===== config.mk =====
export PLATFORM = sky130hd
export DESIGN_NAME = phase_clk_gen
export DESIGN_NICKNAME = d
export VERILOG_FILES = /design/src/rtl/phase_clk_gen_pkg.sv /design/src/rtl/phase_clk_gen_timer.sv /design/src/rtl/phase_clk_gen.sv
export SDC_FILE = /design/constraint.sdc
export NUM_CORES = 1
export LEC_CHECK = 0
export CAP_MARGIN = 20
export CORE_MARGIN = 2
export CORE_UTILIZATION = 30
export DETAILED_ROUTE_END_ITERATION = 16
export DONT_BUFFER_PORTS = 1
export GPL_TIMING_DRIVEN = 0
export MAX_ROUTING_LAYER = met4
export PLACE_DENSITY_LB_ADDON = 0.12
export SYNTH_ARGS = -nofsm -noshare
export SYNTH_HDL_FRONTEND = slang
export SYNTH_SLANG_ARGS = --single-unit

===== constraint.sdc =====
create_clock -name clk -period 3.8 [get_ports clk]
set_input_delay 0.76 -clock clk [delete_from_list [all_inputs] [get_ports clk]]
set_output_delay 0.76 -clock clk [all_outputs]
set_load 0.03 [all_outputs]

===== src/rtl/phase_clk_gen_pkg.sv =====
// Shared types and legal parameter ranges for the phase clock generator.
package phase_clk_gen_pkg;

  typedef enum logic [1:0] {
    IDLE   = 2'd0,
    ACTIVE = 2'd1,
    GAP    = 2'd2
  } state_e;

  localparam int NPH_MIN   = 2;
  localparam int NPH_MAX   = 8;
  localparam int CNT_W_MIN = 2;

endpackage


===== src/rtl/phase_clk_gen_timer.sv =====
// Loadable down-counter used to time both the ACTIVE and GAP intervals.
// Loading value N gives N+1 cycles before the counter reaches zero.
// last_o flags the final cycle of the interval that is running now.
// last_next_o is the same flag one cycle early, so the parent can
// register outputs that must line up with that final cycle.
module phase_timer #(
  parameter int CNT_W = 8
) (
  input  logic             clk,
  input  logic             rst_n,
  input  logic             load_i,
  input  logic [CNT_W-1:0] load_val_i,
  output logic             last_o,
  output logic             last_next_o
);

  logic [CNT_W-1:0] cnt_q;
  logic [CNT_W-1:0] cnt_d;

  // Next count: load takes priority; otherwise count down and hold at zero.
  always_comb begin
    cnt_d = cnt_q;
    if (load_i) begin
      cnt_d = load_val_i;
    end else if (cnt_q != '0) begin
      cnt_d = cnt_q - CNT_W'(1);
    end
  end

  // Counter register.
  always_ff @(posedge clk or negedge rst_n) begin
    if (!rst_n) begin
      cnt_q <= '0;
    end else begin
      cnt_q <= cnt_d;
    end
  end

  assign last_o      = (cnt_q == '0);
  assign last_next_o = (cnt_d == '0);

endmodule


===== src/rtl/phase_clk_gen.sv =====
// Non-overlapping multi-phase clock generator.
// Each phase is max(period,1) active cycles followed by gap dead cycles.
// period and gap are captured at the start of every sequence.
// All outputs come straight from flops. Their next values are decoded
// from the next state, so no output is combinational from the inputs.
module phase_clk_gen
  import phase_clk_gen_pkg::*;
#(
  parameter int NPH   = 2,
  parameter int CNT_W = 8
) (
  input  logic             clk,
  input  logic             rst_n,
  input  logic             en,
  input  logic [CNT_W-1:0] period,
  input  logic [CNT_W-1:0] gap,
  output logic [NPH-1:0]   ph,
  output logic [NPH-1:0]   ph_start,
  output logic             cycle_done,
  output logic             running
);

  localparam int IDX_W = (NPH > 1) ? $clog2(NPH) : 1;
  localparam logic [IDX_W-1:0] IDX_LAST = IDX_W'(NPH - 1);

  if (NPH < NPH_MIN || NPH > NPH_MAX || CNT_W < CNT_W_MIN) begin : g_param_err
    $error("phase_clk_gen: NPH must be 2..8 and CNT_W at least 2");
  end

  state_e           state_q, state_d;
  logic [IDX_W-1:0] idx_q, idx_d;
  logic [CNT_W-1:0] period_l_q, period_l_d;
  logic [CNT_W-1:0] gap_l_q, gap_l_d;
  logic [NPH-1:0]   ph_q, ph_d;
  logic [NPH-1:0]   ph_start_q, ph_start_d;
  logic             cycle_done_q, cycle_done_d;
  logic             running_q, running_d;

  logic             tmr_load;
  logic [CNT_W-1:0] tmr_val;
  logic             tmr_last;
  logic             tmr_last_next;
  logic             phase_end;
  logic             start_seq;
  logic             enter_active;
  logic [CNT_W-1:0] period_eff_in;
  logic [CNT_W-1:0] period_eff_l;

  assign period_eff_in = (period == '0) ? CNT_W'(1) : period;
  assign period_eff_l  = (period_l_q == '0) ? CNT_W'(1) : period_l_q;

  phase_timer #(.CNT_W(CNT_W)) u_timer (
    .clk         (clk),
    .rst_n       (rst_n),
    .load_i      (tmr_load),
    .load_val_i  (tmr_val),
    .last_o      (tmr_last),
    .last_next_o (tmr_last_next)
  );

  // Next-state logic: sequence phases, time intervals, latch controls at sequence start.
  always_comb begin
    state_d      = state_q;
    idx_d        = idx_q;
    period_l_d   = period_l_q;
    gap_l_d      = gap_l_q;
    tmr_load     = 1'b0;
    tmr_val      = '0;
    phase_end    = 1'b0;
    start_seq    = 1'b0;
    enter_active = 1'b0;

    case (state_q)
      IDLE: begin
        if (en) begin
          start_seq = 1'b1;
        end
      end
      ACTIVE: begin
        if (tmr_last) begin
          if (gap_l_q != '0) begin
            state_d  = GAP;
            tmr_load = 1'b1;
            tmr_val  = gap_l_q - CNT_W'(1);
          end else begin
            phase_end = 1'b1;
          end
        end
      end
      GAP: begin
        if (tmr_last) begin
          phase_end = 1'b1;
        end
      end
      default: begin
        state_d = IDLE;
      end
    endcase

    // A finished phase either advances to the next one or closes the sequence.
    if (phase_end) begin
      if (idx_q != IDX_LAST) begin
        state_d      = ACTIVE;
        idx_d        = idx_q + IDX_W'(1);
        tmr_load     = 1'b1;
        tmr_val      = period_eff_l - CNT_W'(1);
        enter_active = 1'b1;
      end else if (en) begin
        start_seq = 1'b1;
      end else begin
        state_d  = IDLE;
        idx_d    = '0;
        tmr_load = 1'b1;
        tmr_val  = '0;
      end
    end

    if (start_seq) begin
      state_d      = ACTIVE;
      idx_d        = '0;
      period_l_d   = period;
      gap_l_d      = gap;
      tmr_load     = 1'b1;
      tmr_val      = period_eff_in - CNT_W'(1);
      enter_active = 1'b1;
    end
  end

  // Output decode from the next state, so the registered outputs match the state they describe.
  always_comb begin
    ph_d         = '0;
    ph_start_d   = '0;
    cycle_done_d = 1'b0;
    running_d    = (state_d != IDLE);
    if (state_d == ACTIVE) begin
      ph_d = NPH'(1) << idx_d;
    end
    if (enter_active) begin
      ph_start_d = NPH'(1) << idx_d;
    end
    if (idx_d == IDX_LAST && tmr_last_next) begin
      if (state_d == GAP || (state_d == ACTIVE && gap_l_d == '0)) begin
        cycle_done_d = 1'b1;
      end
    end
  end

  // State, latched controls and output registers.
  always_ff @(posedge clk or negedge rst_n) begin
    if (!rst_n) begin
      state_q      <= IDLE;
      idx_q        <= '0;
      period_l_q   <= '0;
      gap_l_q      <= '0;
      ph_q         <= '0;
      ph_start_q   <= '0;
      cycle_done_q <= 1'b0;
      running_q    <= 1'b0;
    end else begin
      state_q      <= state_d;
      idx_q        <= idx_d;
      period_l_q   <= period_l_d;
      gap_l_q      <= gap_l_d;
      ph_q         <= ph_d;
      ph_start_q   <= ph_start_d;
      cycle_done_q <= cycle_done_d;
      running_q    <= running_d;
    end
  end

  assign ph         = ph_q;
  assign ph_start   = ph_start_q;
  assign cycle_done = cycle_done_q;
  assign running    = running_q;

endmodule


==> results of run 1 <==
-- path summary, 6_finish.rpt --
| kind | slack [ps] | end | start | cells after the start |
|---|---|---|---|---|
| min in group clk | 540 | period_l_q[5] | period_l_q[5] | 2 |
| setup / recovery | 330 | cycle_done | gap_l_q[2] | 7 |
| hold reg to reg | 540 | period_l_q[5] | period_l_q[5] | 2 |
| max in group asynchronous | 3560 | u_timer.cnt_q[5] | rst_n | 0 |
| hold / removal | 160 | ph[0] | rst_n | 0 |
| setup reg to reg | 330 | cycle_done | gap_l_q[2] | 7 |
-- area by class of cell --
class                      count  area (um^2)
multi-input combinational    196         1202
buffer                         7        38.79
tap                           96        120.1
inverter                      18        67.56
fill                         768         4491
clock buffer                   7        86.33
sequential                    33        825.8
-- layout by cell type, fill, tap and decap left out, drive strengths merged, types with 4 or more instances in the layout --
cell type	instances
xnor2	12
nand3	4
ha	10
or3	5
o21ai	10
nor4	8
a31oi	4
buf	5
a211o	4
dfrtp	33
nor2	21
xor2	5
nand2	55
clkbuf	9
nor3	7
o22ai	7
inv	17
or4	8
-- report_power, final --
part           switching (mW)  leakage (nW)  total, mW  internal, mW
combinational           0.451         0.562      0.790         0.338
sequential              0.188         0.411      0.690         0.503
clock                   0.132        0.0443      0.276         0.144
total                   0.771          1.02       1.76         0.985
-- per-layer routing --
layer	part of all wire (%)	up-vias	routed length, um
li1	-	916	-
met1	48	858	2642
met2	46	39	2550
met3	3.8	7	211
met4	1.5	0	80
met5	0	-	0
-- registers in the layout (all words and copies together), names as in the netlist --
register / cells
period_l_q: 8
u_timer.cnt_q: 8
idx_q: 1
ph: 2
ph_start: 2
cycle_done: 1
state_q: 2
running: 1
gap_l_q: 8
-- metrics by stage --
step | utilization, % | power, mW
after floorplan | - | 1.286
after global placement | 33.00 | 1.485
after detailed placement | 33.00 | 1.486
after CTS | 34.27 | 1.770
after global routing | 34.27 | 1.909
final | 34.27 | 1.756
-- logic make-up after synthesis --
kind of cell | count (synthesis) | share of synthesized area [%]
adder cells (fa/ha/maj) | 10 | 5.862
AO/OA/AOI/OAI | 51 | 16.71
XOR/XNOR | 17 | 6.975
flip-flops | 33 | 38.69
multiplexers | 2 | 0.9379
AND/OR/NAND/NOR | 116 | 25.85
buffers and inverters | 25 | 4.982
==> out/qor.yml, run 1 <==
pwr:
  irDropWorstVdd_v: 0.0002478
  p_leak_nw: 1.017
  power_density_nw_per_um2: 750.1
yosys:
  ys_types: 45
  synth-edff-count: 0
  ys_warn_count: 0
  syn_area_um2: 2135
  syn_inst: 254
  ys_seq_area_share_pct: 38.69
  syn-num-nets: 283
  async_flop_share_pct: 100.0
  ys_seq_elements: 33
  synth.most_common_cell: "nand2_1"
  synthTopCellsByArea: "dfrtp_1, nand2_1, ha_1"
  avgSynthCellArea_um2: 8.404
  synth_top_area_cell: "dfrtp_1"
  ys_top_cells_by_count: "nand2_1, dfrtp_1, nor2_1"
  synthFlopType: "dfrtp_1"
  synth_top_area_share_pct: 38.69
setup_path:
  cpMostUsedCell: "nor4_1"
  path_delay_family: "simple AND/OR/NAND/NOR gates"
  crit_buf_inv: 0
  arrival_ps: 3660
  slowest_delay_ps: 770
  start_kind: "register"
  path_max_fanout: 7
  cp_slowest_cell: "nor4_1"
  worst-setup-path-type: "reg -> reg"
  crit_chain: "nor4_1 > a41oi_1 > nor4_1 > o21ai_0 > a211oi_1 > nand4b_1 > nor4_2"
  endpoint_kind: "register"
  required_ps: 3990
detailed_routing:
  ant_nets: 0
  drt_iter0_drc: 109
  wl_per_cell_um: 15.36
  remaining_drc_errors: 0
  drt-total-wl_mm: 5.484
  vias: 1820
  dr.pass1.iters: 4
  viasPerCell: 5.098
sta:
  rsz0062_at_grt: "false"
  max_freq_mhz: 288.4
  hold_viol: 0
  slew_headroom_pct: 42.59
  finalSetupViolCount: 0
  slew_viol_final: 0
  fin_setup_tns_ps: 0
  worst_pin_slew_ps: 853.2
  fin_crit_sh_pct: 91.23
  min_period_ps: 3467
  hold_ws_ps: 157.2
  skew_ps: 3.811
  setup_slack_ps: 333.2
cts:
  root_buffer: "clkbuf_8"
  post_cts_buffers: 0
  cts.sink_count: 33
  clk_pin_slew_worst_paths_ps: 70
  cts_tree: "done"
  htreeDepth: 2
  clk_path_buf_depth: 2
  numCtsBuffers: 5
  cts_resized: 0
  clkLatencyLatePin_ps: 290
  hold_buffers: 0
grt:
  use_met3_pct: 2.519
  grt_pass1_wl_mm: 8.901
  grtUsageMet1_pct: 20.85
  grt_overflow: 0
  antenna_found_initial: 0
  grt_use_met2_pct: 24.13
  grt_pass1_vias: 1725
  grt_busiest_layer: "met2"
  grt_usage_pct: 15.67
  grt_max_degree: 34
die:
  start_util_pct: 31.25
  coreArea_um2: 6832
  die_x_um: 88.35
  dieArea_um2: 7806
  core.rowCount: 30
  pin_count: 25
  die_h_um: 88.35
run:
  cap_violations: 0
placement:
  portBuffers: 0
  dp_hpwl_mm: 4.278
  placed_cells: 350
  postPlaceCellArea_um2: 2255
  place_ws_ps: 346.6
  place_congestion: 0.8145
finish:
  final_nets: 290
  area_delta_synth_final_pct: 9.672
  fin_cells: 357
  drive_gt1_share_pct: 5.747
  antenna_cells_inserted: 0
  design_area_um2: 2341
outcome:
  outcome: "finished, final reports clean"
hold_path:
  holdCritPathClass: "in -> async"
Note: power is estimated with default switching activity, not from simulation.
==> run 2: changes to the inputs <==
--- a/config.mk
+++ b/config.mk
@@ -8,6 +8,7 @@
 export CAP_MARGIN = 20
 export CORE_MARGIN = 2
 export CORE_UTILIZATION = 30
+export CTS_BUF_LIST = sky130_fd_sc_hd__clkbuf_4
 export DETAILED_ROUTE_END_ITERATION = 16
 export DONT_BUFFER_PORTS = 1
 export GPL_TIMING_DRIVEN = 0
==> run 2 against run 1 <==
Effect of this change: via count is 0.22% lower; design area is 1.6% lower; total power is 4.6% lower.
==> out/qor.yml, run 2 (synthesis results as in run 1) <==
outcome:
  outcome: "finished, final reports clean"
setup_path:
  crit_buf_inv: 0  # unchanged
  arrival_ps: 3700  # +40 ps
  path_max_fanout: 7  # unchanged
  crit_chain: "nor4_1 > a41oi_1 > nor4_1 > o21ai_0 > a211oi_1 > nand4b_1 > nor4_2"
  start_kind: "register"
  cp_slowest_cell: "nor4_1"
  path_delay_family: "simple AND/OR/NAND/NOR gates"
  endpoint_kind: "register"
  slowest_delay_ps: 760  # about the same
  critical_path.startpoint: "gap_l_q[2]"
  timing.rr.start: "gap_l_q[2]"
  cpMostUsedCell: "nor4_1"
  worst-setup-path-type: "reg -> reg"
  required_ps: 4050  # +60 ps
sta:
  hold_viol: 0  # unchanged
  fin_crit_sh_pct: 90.74  # -0.49 points
  slew_viol_final: 0  # unchanged
  hold_ws_ps: 94.57  # -62.67 ps
  max_freq_mhz: 290.0  # +0.54%
  slew_headroom_pct: 43.45  # +0.86 points
  min_period_ps: 3448  # -18.58 ps
  rsz0062_at_grt: "false"
  finalSetupViolCount: 0  # unchanged
  fin_setup_tns_ps: 0  # unchanged
  worst_pin_slew_ps: 840.5  # -12.72 ps
  skew_ps: 3.349  # -0.4621 ps
die:
  die_x_um: 88.35  # unchanged
  start_util_pct: 31.25  # unchanged
  die_h_um: 88.35  # unchanged
  pin_count: 25  # unchanged
  core.rowCount: 30  # unchanged
  coreArea_um2: 6832  # unchanged
  dieArea_um2: 7806  # unchanged
cts:
  post_cts_buffers: 0  # unchanged
  clk_path_buf_depth: 2  # unchanged
  htreeDepth: 2  # unchanged
  clk_pin_slew_worst_paths_ps: 100  # +30 ps
  clkLatencyLatePin_ps: 340  # +50 ps
  hold_buffers: 0  # unchanged
  cts_tree: "done"
  numCtsBuffers: 5  # unchanged
  cts_resized: 0  # unchanged
  cts.sink_count: 33  # unchanged
  root_buffer: "clkbuf_4"
placement:
  place_congestion: 0.8145  # unchanged
  dp_hpwl_mm: 4.278  # unchanged
  portBuffers: 0  # unchanged
finish:
  layout_commonest_cell: "nand2_1"
  biggestRegsByFlops: "gap_l_q (8), period_l_q (8), u_timer.cnt_q (8)"
  fillers: 773  # +0.65%
  final_cell_mix: "nand2_1, dfrtp_1, nor2_1"
  drive_gt1_share_pct: 5.747  # unchanged
  antenna_cells_inserted: 0  # unchanged
  final_nets: 290  # unchanged
  area_delta_synth_final_pct: 7.913
pwr:
  finalPower_mw: 1.674  # -4.6%
  power_density_nw_per_um2: 726.9  # -3.1%
  irDropWorstVdd_v: 0.0002529  # +2.0%
  p_leak_nw: 1.002  # -1.5%
run:
  cap_violations: 0  # unchanged
hold_path:
  holdCritPathClass: "in -> async"
detailed_routing:
  drt-total-wl_mm: 5.455  # -0.53%
  drt_iter0_drc: 107  # -1.8%
  vias: 1816  # -0.22%
  dr.pass1.iters: 4  # unchanged
  ant_nets: 0  # unchanged
  viasPerCell: 5.087  # -0.22%
  wl_per_cell_um: 15.28  # -0.53%
  remaining_drc_errors: 0  # unchanged
grt:
  use_met3_pct: 2.799  # +0.28 points
  grt_usage_pct: 15.63  # -0.040 points
  antenna_found_initial: 0  # unchanged
  grt_pass1_wl_mm: 8.907  # about the same
  grt_overflow: 0  # unchanged
  grt_busiest_layer: "met2"
  grtUsageMet1_pct: 20.80  # -0.058 points
  grt_use_met2_pct: 24.27  # +0.14 points
  grt_max_degree: 34  # unchanged
  grt_pass1_vias: 1730  # +0.29%
## run 2: cell types whose count changed in the layout (fill, tap and decap cells not counted)
cell,before,now
clkbuf_1,3,2
clkinv_1,1,2
clkbuf_4,0,6
clkbuf_8,6,0
## run 2: where the power goes
part | internal [mW] | switching, mW | total [mW]
clock network | 0.0743 | 0.123 | 0.197
logic | 0.338 | 0.451 | 0.789
registers | 0.502 | 0.187 | 0.689
total | 0.914 | 0.761 | 1.67
## run 2: stage by stage
step,utilization (%),instance area (um^2),cells,setup slack [ps]
3_3_place_gp,33.00,2255,350,405.7
2_1_floorplan,-,2135,254,1090
3_5_place_dp,33.00,2255,350,346.6
6_report,33.72,2303,357,351.8
4_1_cts,33.72,2303,357,316.6
5_1_grt,33.72,2303,357,27.78
## run 2: final cells by class
class | count | area (um^2) | share of cell area (%)
clock buffer | 6 | 45.04 | 1.955
buffer | 7 | 38.79 | 1.684
inverter | 18 | 67.56 | 2.933
multi-input combinational | 196 | 1202 | 52.20
sequential | 33 | 825.8 | 35.85
tap | 96 | 120.1 | 5.215
clock inverter | 1 | 3.754 | 0.1630
## run 2: per-layer routing
layer,part of all wire [%],routed length [um],up-vias
met5,0,0,-
met4,1.2,68,0
met3,2.8,152,5
met2,47,2573,29
met1,49,2661,865
li1,-,-,917
## run 2: path summary, 6_finish.rpt
path | end | depth (start not counted) | slack [ps]
hold reg to reg | period_l_q[5] | 2 | 540
max in group asynchronous | u_timer.cnt_q[4] | 0 | 3630
setup reg to reg | cycle_done | 7 | 350
setup / recovery | cycle_done | 7 | 350
hold / removal | running | 0 | 90
min in group clk | gap_l_q[3] | 2 | 520
==> run 3: changes to the inputs <==
--- a/config.mk
+++ b/config.mk
@@ -6,7 +6,7 @@
 export NUM_CORES = 1
 export LEC_CHECK = 0
 export CAP_MARGIN = 20
-export CORE_MARGIN = 2
+export CORE_MARGIN = 3
 export CORE_UTILIZATION = 30
 export CTS_BUF_LIST = sky130_fd_sc_hd__clkbuf_4
 export DETAILED_ROUTE_END_ITERATION = 16
==> constraint.sdc (replaced) <==
create_clock -name clk -period 3.4 [get_ports clk]
set_input_delay 0.68 -clock clk [delete_from_list [all_inputs] [get_ports clk]]
set_output_delay 0.68 -clock clk [all_outputs]
set_load 0.03 [all_outputs]
==> run 3 against run 2 <==
Effect of this change: sequential share of layout area fell by 0.52 points; design area rose by 1.5%; total power grew 12%; critical endpoint unchanged; count of clock-buffer cells in the layout shrank 1; core utilization rose by 0.49 points; fmax up 12%; sequential power increased by 12%.
==> out/qor.yml, run 3 (synthesis results as in run 1) <==
cts:
  post_cts_buffers: 0  # unchanged
  clk_path_buf_depth: 2  # unchanged
  numCtsBuffers: 5  # unchanged
  clk_pin_slew_worst_paths_ps: 110  # about the same
  root_buffer: "clkbuf_4"
  htreeDepth: 2  # unchanged
  clkLatencyLatePin_ps: 340  # about the same
  cts_tree: "done"
  cts.sink_count: 33  # unchanged
finish:
  drive_gt1_share_pct: 6.439  # +0.69 points
  fin_util_pct: 34.21  # +0.49 points
  layout_commonest_cell: "nand2_1"
  final_cell_mix: "nand2_1, dfrtp_1, nor2_1"
  fin_cells: 360  # +0.84%
  biggestRegsByFlops: "gap_l_q (8), period_l_q (8), u_timer.cnt_q (8)"
  final_nets: 292  # +0.69%
  antenna_cells_inserted: 0  # unchanged
  fillers: 771  # -0.26%
  design_area_um2: 2337  # +1.5%
  area_delta_synth_final_pct: 9.496
detailed_routing:
  dr.pass1.iters: 4  # unchanged
  ant_nets: 0  # unchanged
  vias: 1831  # +0.83%
  remaining_drc_errors: 0  # unchanged
  viasPerCell: 5.086  # about the same
  drt_iter0_drc: 85  # -21%
  drt-total-wl_mm: 5.617  # +3.0%
  wl_per_cell_um: 15.60  # +2.1%
grt:
  grt_max_degree: 25  # -26%
  grt_pass1_wl_mm: 9.563  # +7.4%
  grt_overflow: 0  # unchanged
  antenna_found_initial: 0  # unchanged
  grt_usage_pct: 14.97  # -0.65 points
  grt_pass1_vias: 1927  # +11%
pwr:
  p_leak_nw: 1.012  # +1.0%
  clkPwrFrac_pct: 11.5  # -0.3 points
  intPower_mw: 1.017  # +11%
  p_sw_mw: 0.8659  # +14%
  irDropWorstVdd_v: 0.0002802  # +11%
  comb_power_share_pct: 47.5  # +0.4 points
  swShare_pct: 45.99  # +0.55 points
  power_density_nw_per_um2: 805.6  # +11%
  p_seq_share_pct: 41.0  # about the same
sta:
  worst_pin_slew_ps: 787.7  # -52.81 ps
  min_period_ps: 3071  # -376.8 ps
  skew_ps: 9.984  # +6.635 ps
  max_freq_mhz: 325.6  # +12%
  fin_crit_sh_pct: 90.34  # -0.41 points
  finalSetupViolCount: 0  # unchanged
  rsz0062_at_grt: "false"
  slew_viol_final: 0  # unchanged
  hold_ws_ps: 26.95  # -67.62 ps
  hold_viol: 0  # unchanged
  slew_headroom_pct: 47.31  # +3.9 points
placement:
  place_congestion: 0.8158  # +0.16%
  portBuffers: 0  # unchanged
  postPlaceCellArea_um2: 2255  # unchanged
  dp_hpwl_mm: 4.372  # +2.2%
  placed_cells: 350  # unchanged
setup_path:
  path_delay_family: "simple AND/OR/NAND/NOR gates"
  crit_chain: "inv_1 > ha_1 > or3b_2 > or4_1 > o21a_1 > buf_6 > clkinv_1 > mux2i_1 > nand4_1 > a211o_1 > nor4_2"
  arrival_ps: 3310  # -390 ps
  slowest_delay_ps: 490  # -270 ps
  start_kind: "register"
  crit_buf_inv: 3  # +3
  endpoint_kind: "register"
  required_ps: 3640  # -410 ps
  path_max_fanout: 10  # +3
  worst-setup-path-type: "reg -> reg"
  cp_slowest_cell: "or3b_2"
outcome:
  outcome: "finished, final reports clean"
die:
  dieArea_um2: 8163  # +4.6%
  coreArea_um2: 6832  # unchanged
  start_util_pct: 31.25  # unchanged
  core.rowCount: 30  # unchanged
  pin_count: 25  # unchanged
  die_h_um: 90.35  # +2.3%
  die_x_um: 90.35  # +2.3%
hold_path:
  holdCritPathClass: "in -> async"
run:
  cap_violations: 0  # unchanged
-- run 3: layout make-up --
class / count / area, um^2 / area share (%)
multi-input cells: 196 / 1215 / 51.98
flip-flops and latches: 33 / 825.8 / 35.33
well taps: 96 / 120.1 / 5.139
inverters: 18 / 67.56 / 2.891
plain buffers: 7 / 38.79 / 1.660
clock buffers: 5 / 37.54 / 1.606
repair buffers: 2 / 20.02 / 0.8565
clock inverters: 3 / 12.51 / 0.5353
-- run 3: timing repair --
item | 4_1_cts | 5_1_grt
hold buffers | 1 | 1
resized for setup | 0 | 2
endpoints found under the hold margin | 10 | 16
setup endpoints to repair | 0 | 1
-- run 3: worst paths after layout --
kind / from / endpoint / slack (ps) / depth (start not counted)
worst max-delay path: u_timer.cnt_q[0] / cycle_done / 330 / 11
worst min-delay path: rst_n / cycle_done / 30 / 0
worst max register to register: u_timer.cnt_q[0] / cycle_done / 330 / 11
worst min register to register: period_l_q[5] / period_l_q[5] / 550 / 2
max in group asynchronous: rst_n / idx_q / 2060 / 1
min in group clk: gap[2] / gap_l_q[2] / 440 / 2
-- run 3: power by group through the flow --
stage,Clock [mW],Combinational (mW),Sequential (mW)
floorplan,0,0.709,0.728
global placement,0,0.885,0.778
detailed placement,0,0.886,0.780
CTS,0.229,0.896,0.769
global route,0.243,1.05,0.801
finish,0.217,0.894,0.772
-- run 3: per-layer routing --
| metal | GRT usage [%] | up-vias | part of all wire (%) | wire length [um] |
|---|---|---|---|---|
| met1 | 19.50 | 883 | 49 | 2735 |
| met2 | 23.65 | 21 | 48 | 2673 |
| li1 | - | 918 | - | - |
| met5 | - | - | 0 | 0 |
| met3 | 2.417 | 9 | 2.2 | 122 |
| met4 | 5.230 | 0 | 1.5 | 86 |
-- run 3: worst register-to-register path: stages (launching register included) --
cell and delay (ps):
dfrtp_1 410, inv_1 120, ha_1 150, or3b_2 490
or4_1 490, o21a_1 190, buf_6 140, clkinv_1 140
mux2i_1 240, nand4_1 130, a211o_1 330, nor4_2 150
-- run 3: per-stage QoR --
step                      total power, mW  setup TNS (ps)  setup WS, ps
after CTS                           1.894               0         24.38
final                               1.883               0         328.6
after global placement              1.663          -5.027        -5.027
after global routing                2.090               0         50.70
after detailed placement            1.666               0         46.22
after floorplan                     1.437               0         690.3
